## src/rtl/md_unit_param.sv

```systemverilog
// rtl/md_unit_param.sv - parametrised multiply/divide unit with architectural HI/LO
// Optional multiply-accumulate ops (madd/maddu/msub/msubu) are enabled by defining MD_MADD_EN.
module md_unit_param #(
  parameter int WIDTH      = 32,
  parameter int MUL_CYCLES = 5
) (
  input  logic             clk,
  input  logic             reset,
  input  logic [3:0]       op,
  input  logic [WIDTH-1:0] rs,
  input  logic [WIDTH-1:0] rt,
  input  logic             req,
  output logic             start,
  output logic             busy,
  output logic             done,
  output logic [WIDTH-1:0] hi,
  output logic [WIDTH-1:0] lo
);

  localparam int DIV_CYCLES = WIDTH + 1;
  localparam int MAX_CYCLES = (DIV_CYCLES > MUL_CYCLES) ? DIV_CYCLES : MUL_CYCLES;
  localparam int CW         = $clog2(MAX_CYCLES + 1);

  localparam logic [3:0] OP_MULT  = 4'd1;
  localparam logic [3:0] OP_MULTU = 4'd2;
  localparam logic [3:0] OP_DIV   = 4'd3;
  localparam logic [3:0] OP_DIVU  = 4'd4;
  localparam logic [3:0] OP_MTLO  = 4'd5;
  localparam logic [3:0] OP_MTHI  = 4'd6;
`ifdef MD_MADD_EN
  localparam logic [3:0] OP_MADD  = 4'd7;
  localparam logic [3:0] OP_MADDU = 4'd8;
  localparam logic [3:0] OP_MSUB  = 4'd9;
  localparam logic [3:0] OP_MSUBU = 4'd10;
`endif

  typedef enum logic [1:0] {IDLE, MUL, DIV} state_t;

  state_t             state, state_n;
  logic [CW-1:0]      cnt;
  logic [3:0]         op_q;
  logic [WIDTH-1:0]   a_q, b_q, d_q, q_q, r_q;
  logic               is_mul, is_div, accept, wb;
  logic [WIDTH-1:0]   abs_rs, abs_rt;
  logic               mul_signed;
  logic [2*WIDTH-1:0] ext_a, ext_b, prod, mul_res;
  logic [WIDTH:0]     rr, diff;
  logic               div_signed;
  logic [WIDTH-1:0]   div_lo, div_hi;

  always_comb begin
    is_mul = (op == OP_MULT) || (op == OP_MULTU);
    is_div = (op == OP_DIV) || (op == OP_DIVU);
`ifdef MD_MADD_EN
    is_mul = is_mul || (op == OP_MADD) || (op == OP_MADDU) || (op == OP_MSUB) || (op == OP_MSUBU);
`endif
  end

  assign start = !req && (is_mul || is_div);
  assign busy  = (state != IDLE);

  always_comb begin
    state_n = state;
    accept  = 1'b0;
    wb      = 1'b0;
    case (state)
      IDLE: if (start) begin
        accept  = 1'b1;
        state_n = is_div ? DIV : MUL;
      end
      MUL, DIV: if (cnt == CW'(1)) begin
        wb      = 1'b1;
        state_n = IDLE;
      end
      default: state_n = IDLE;
    endcase
  end

  // Divider works on magnitudes; signs are restored in the final cycle.
  assign abs_rs = ((op == OP_DIV) && rs[WIDTH-1]) ? -rs : rs;
  assign abs_rt = ((op == OP_DIV) && rt[WIDTH-1]) ? -rt : rt;

  always_comb begin
    mul_signed = (op_q == OP_MULT);
`ifdef MD_MADD_EN
    mul_signed = mul_signed || (op_q == OP_MADD) || (op_q == OP_MSUB);
`endif
    ext_a   = mul_signed ? {{WIDTH{a_q[WIDTH-1]}}, a_q} : {{WIDTH{1'b0}}, a_q};
    ext_b   = mul_signed ? {{WIDTH{b_q[WIDTH-1]}}, b_q} : {{WIDTH{1'b0}}, b_q};
    prod    = ext_a * ext_b;
    mul_res = prod;
`ifdef MD_MADD_EN
    if ((op_q == OP_MADD) || (op_q == OP_MADDU))
      mul_res = {hi, lo} + prod;
    else if ((op_q == OP_MSUB) || (op_q == OP_MSUBU))
      mul_res = {hi, lo} - prod;
`endif
  end

  assign rr   = {r_q, q_q[WIDTH-1]};
  assign diff = rr - {1'b0, d_q};

  always_comb begin
    div_signed = (op_q == OP_DIV);
    div_lo     = (div_signed && (a_q[WIDTH-1] ^ b_q[WIDTH-1])) ? -q_q : q_q;
    div_hi     = (div_signed && a_q[WIDTH-1]) ? -r_q : r_q;
    if (b_q == '0) begin
      div_lo = '1;
      div_hi = a_q;
    end
  end

  always_ff @(posedge clk) begin
    if (reset) begin
      state <= IDLE;
      cnt   <= '0;
      done  <= 1'b0;
      hi    <= '0;
      lo    <= '0;
      op_q  <= '0;
      a_q   <= '0;
      b_q   <= '0;
      d_q   <= '0;
      q_q   <= '0;
      r_q   <= '0;
    end else begin
      state <= state_n;
      done  <= wb;
      if (accept) begin
        op_q <= op;
        a_q  <= rs;
        b_q  <= rt;
        q_q  <= abs_rs;
        d_q  <= abs_rt;
        r_q  <= '0;
        cnt  <= is_div ? CW'(DIV_CYCLES) : CW'(MUL_CYCLES);
      end else if (busy) begin
        cnt <= cnt - CW'(1);
        // One restoring step per cycle until the sign-fixup cycle.
        if ((state == DIV) && (cnt != CW'(1))) begin
          if (!diff[WIDTH]) begin
            r_q <= diff[WIDTH-1:0];
            q_q <= {q_q[WIDTH-2:0], 1'b1};
          end else begin
            r_q <= rr[WIDTH-1:0];
            q_q <= {q_q[WIDTH-2:0], 1'b0};
          end
        end
      end
      if (wb) begin
        if (state == MUL)
          {hi, lo} <= mul_res;
        else
          {hi, lo} <= {div_hi, div_lo};
      end else if ((state == IDLE) && !req) begin
        if (op == OP_MTLO) lo <= rs;
        if (op == OP_MTHI) hi <= rs;
      end
    end
  end

endmodule
```

## config.mk

```make
export PLATFORM = sky130hd
export DESIGN_NAME = md_unit_param
export DESIGN_NICKNAME = d
export VERILOG_FILES = /design/src/rtl/md_unit_param.sv
export SDC_FILE = /design/constraint.sdc
export NUM_CORES = 2
export LEC_CHECK = 0
export ABC_AREA = 1
export CAP_MARGIN = 20
export CORE_MARGIN = 2
export CORE_UTILIZATION = 65
export DETAILED_ROUTE_END_ITERATION = 10
export PLACE_DENSITY = 0.91
export SLEW_MARGIN = 20
export SYNTH_ARGS = -nofsm -noshare
export SYNTH_HDL_FRONTEND = slang
export SYNTH_SLANG_ARGS = --single-unit
```

## constraint.sdc

```tcl
create_clock -name clk -period 10.25 [get_ports clk]
set_input_delay 1.025 -clock clk [delete_from_list [all_inputs] [get_ports clk]]
set_output_delay 1.025 -clock clk [all_outputs]
set_load 0.03 [all_outputs]
```

==> run metrics <==
startpoint types=register; max-slew violation count=0; final core occ=69.4%; synth warn=0; Max-Slew Margin vs Limit=21.1%; Net Sw Frac=42.0%; number of synthesized register bits=236; Reg area=4720 µm²; CP top delay family=adder cells; die area=102000 µm²; Largest stage delay, worst path=0.64 ns; switching power=1.43 mW; drt first pass iters=9; cts hold-fix bufs=0; Clk pwr share=31.7%; Final setup viols=0; vias in the first global route=61200; RR Startpoint=op_q[0]; outcome=finished clean; logic gate share of total power=38.7%; initial antenna violation count=13; Fill cells=7590; clock latency on the worst-skew pair=0.61 ns; Post-Syn Instances=8418; flop2flop setup slack=0.24 ns; CTS sink cnt=236; FF-to-FF path depth=35; htree depth=1; Worst-path clk slew=0.07 ns; CP Data Required Time=10.72 ns; row count=115; Area growth, synth to finish=5.80%; proportion of layout cells with a drive suffix above 1=3.23%; Internal=1.97 mW; clock buffer depth=3; Starting Density=65.6%; Antenna Violating Nets Remaining=0; GPL Wtd Cong=1.12; via count=57800; DP Cell Count=9606; CP Max Fanout=24; WL per Instance=23.6 µm; register area share after synthesis=7.31%; CTS buffer count=28; Finished Layout Cells=9660; Syn Std Cell Area=64600 µm²; Die Wd=319 µm; DRT Wirelength=228000 µm; post-synth top area cell=fa_1; Tot GR Track Use=45.4%; crit path time final=10.01 ns; fin nets=10200; WP buf/inv=10; IO Pins=138; WHS Path Cells=2; Yosys top cell area share=44.0%; total grt overflow=0; # Post-CTS Setup Buffers=0; hpwl dp=188000 µm; crit path DAT=10.49 ns; final critical-path share of the clock period=97.7%; slowest cell on the critical path=o21ai_0; CTS Root Buffer Type=clkbuf_16; final hold violations=0; CP Capture Type=register; # Max-Cap Violations=0; Worst Hold Endpoint=op_q[3]; Vias/cell=5.98; Die H=319 µm; CTS resizes=0; Starting DRT DRC Count=7045; fmax=0.0999 GHz; Post-synth ARST share=0%; Core Box Area=98400 µm²; pin count of the biggest net entering global routing=81; synth top area cells=fa_1 44%, inv_1 14%, nand2_1 11%, dfxtp_1 7.3%, ha_1 6.8%; power per cell area=49.7 nW/µm²; EDFF count, synth=0; DRC=0; ys flop type=dfxtp_1; Hold Path Class=reg -> reg; worst IR drop on VDD=126 µV; first-pass GRT wire length=349000 µm; RSZ-0062 raised after global routing=no; CTS tree=yes; IO buf count=137; post-synthesis cell type count=62; syn avg cell area=7.67 µm²; footprint of the multi-input gates=49600 µm²; syn_nets=10300; Pwr Total=3.40 mW; clock skew=0.0405 ns; Setup CP Type=reg -> reg; Reg power frac=29.7%; P_leak=38.2 nW; worst slew pin tran=1.18 ns; reg2reg end=hi[11]; Hold Path Origin=op_q[3]; TNS Setup=0 ns
## power groups by stage
stage	Sequential [mW]	Combinational, mW	Clock, mW
floorplan	0.997	0.788	0
global placement	1.02	1.22	0
detailed placement	1.02	1.25	0
CTS	1.00	1.26	1.07
global route	1.01	1.40	1.10
finish	1.01	1.31	1.08
## layout make-up
| class | instances | share of cell area [%] |
|---|---|---|
| Multi-Input combinational cell | 5445 | 72.5 |
| Inverter | 2351 | 12.9 |
| Sequential cell | 236 | 6.91 |
| Timing Repair Buffer | 288 | 3.89 |
| Tap cell | 1287 | 2.36 |
| Clock buffer | 39 | 1.18 |
| Clock inverter | 10 | 0.209 |
| Antenna cell | 4 | 0.0146 |
## stage by stage
| stage | hold WS [ns] | worst slack [ns] | area, µm² |
|---|---|---|---|
| 2_1_floorplan | 0.430 | 1.20 | 64600 |
| 3_3_place_gp | 0.443 | 0.473 | 67400 |
| 3_5_place_dp | 0.450 | 0.358 | 67400 |
| 4_1_cts | 0.458 | 0.362 | 68300 |
| 5_1_grt | 0.482 | 0.0101 | 68300 |
| 6_report | 0.469 | 0.236 | 68300 |
## cell families after synthesis
logic type                 after synthesis  synth area share (%)
xor gates and xnor gates                92                  1.26
AOI/OAI and AO/OA                      871                  7.69
buffers and inverters                 2737                  16.0
DFF                                    236                  7.31
adders and majority gates             1770                  50.8
and+or+nand+nor                       2712                  16.9
## worst reg2reg max path, delay by kind of cell (launching register included)
kind | cells | cell delay (ns)
buffers and inverters | 10 | 1.03
AND/OR/NAND/NOR | 8 | 1.60
AO/OA/AOI/OAI | 7 | 2.19
flip-flops | 1 | 0.36
adder cells (fa/ha/maj) | 10 | 4.70
## worst max path at each step
stage / from / endpoint / slack [ns] / cells past startpoint
global placement: op_q[0] / hi[11] / 0.47 / 35
CTS: op_q[0] / hi[11] / 0.36 / 35
global route: op_q[0] / hi[11] / 0.01 / 37
finish: op_q[0] / hi[11] / 0.24 / 35
floorplan: op_q[0] / hi[31] / 1.20 / 36
detailed placement: op_q[0] / hi[11] / 0.36 / 35
## flip-flops by register name (all words and copies together) (netlist names)
| signal | flops |
|---|---|
| a_q | 32 |
| b_q | 32 |
| cnt | 6 |
| d_q | 31 |
| done | 1 |
| hi | 32 |
| lo | 32 |
| op_q | 4 |
| q_q | 32 |
| r_q | 32 |
| state | 2 |
## layer usage
layer / vias up / share of wire (%) / track usage (%)
met5: - / 0.056 / 0
li1: 24400 / - / -
met1: 28000 / 34 / 55.6
met3: 1213 / 12 / 11.5
met4: 18 / 9.2 / 33.0
met2: 4114 / 45 / 70.3
## layout by cell type (no fill, tap or decap), types with 26 or more instances in the layout
master / instances
dfxtp_1: 236
nand4_1: 42
fa_1: 1420
clkbuf_16: 29
a211oi_1: 26
nand2_1: 1834
nand3_1: 267
a31oi_1: 43
xor2_1: 60
xnor2_1: 31
o21ai_0: 306
a21oi_1: 300
ha_1: 349
clkdlybuf4s50_1: 136
nor2_1: 443
buf_4: 138
inv_1: 2340
o211ai_1: 43
nor3_1: 40
## synthesized netlist by cell type, types with 4 or more instances
master        n
inv_1      2340
nand2_1    1835
fa_1       1420
nor2_1      448
ha_1        350
clkbuf_1    328
o21ai_0     306
a21oi_1     303
nand3_1     267
dfxtp_1     236
xor2_1       60
a31oi_1      43
o211ai_1     43
nand4_1      42
nor3_1       40
buf_2        32
xnor2_1      31
a211oi_1     26
a21o_1       23
o21ai_1      23
buf_1        22
o22ai_1      21
nor4_1       19
o221ai_1     19
or2_2        15
o21bai_1     14
o31ai_1      12
nor2_2       10
inv_2         9
nand3b_1      9
nand2_2       8
a21boi_0      5
nor3_2        5
o2111ai_1     5
nor2_4        4
o211a_1       4
No activity file was read; power rests on OpenSTA's default activity.
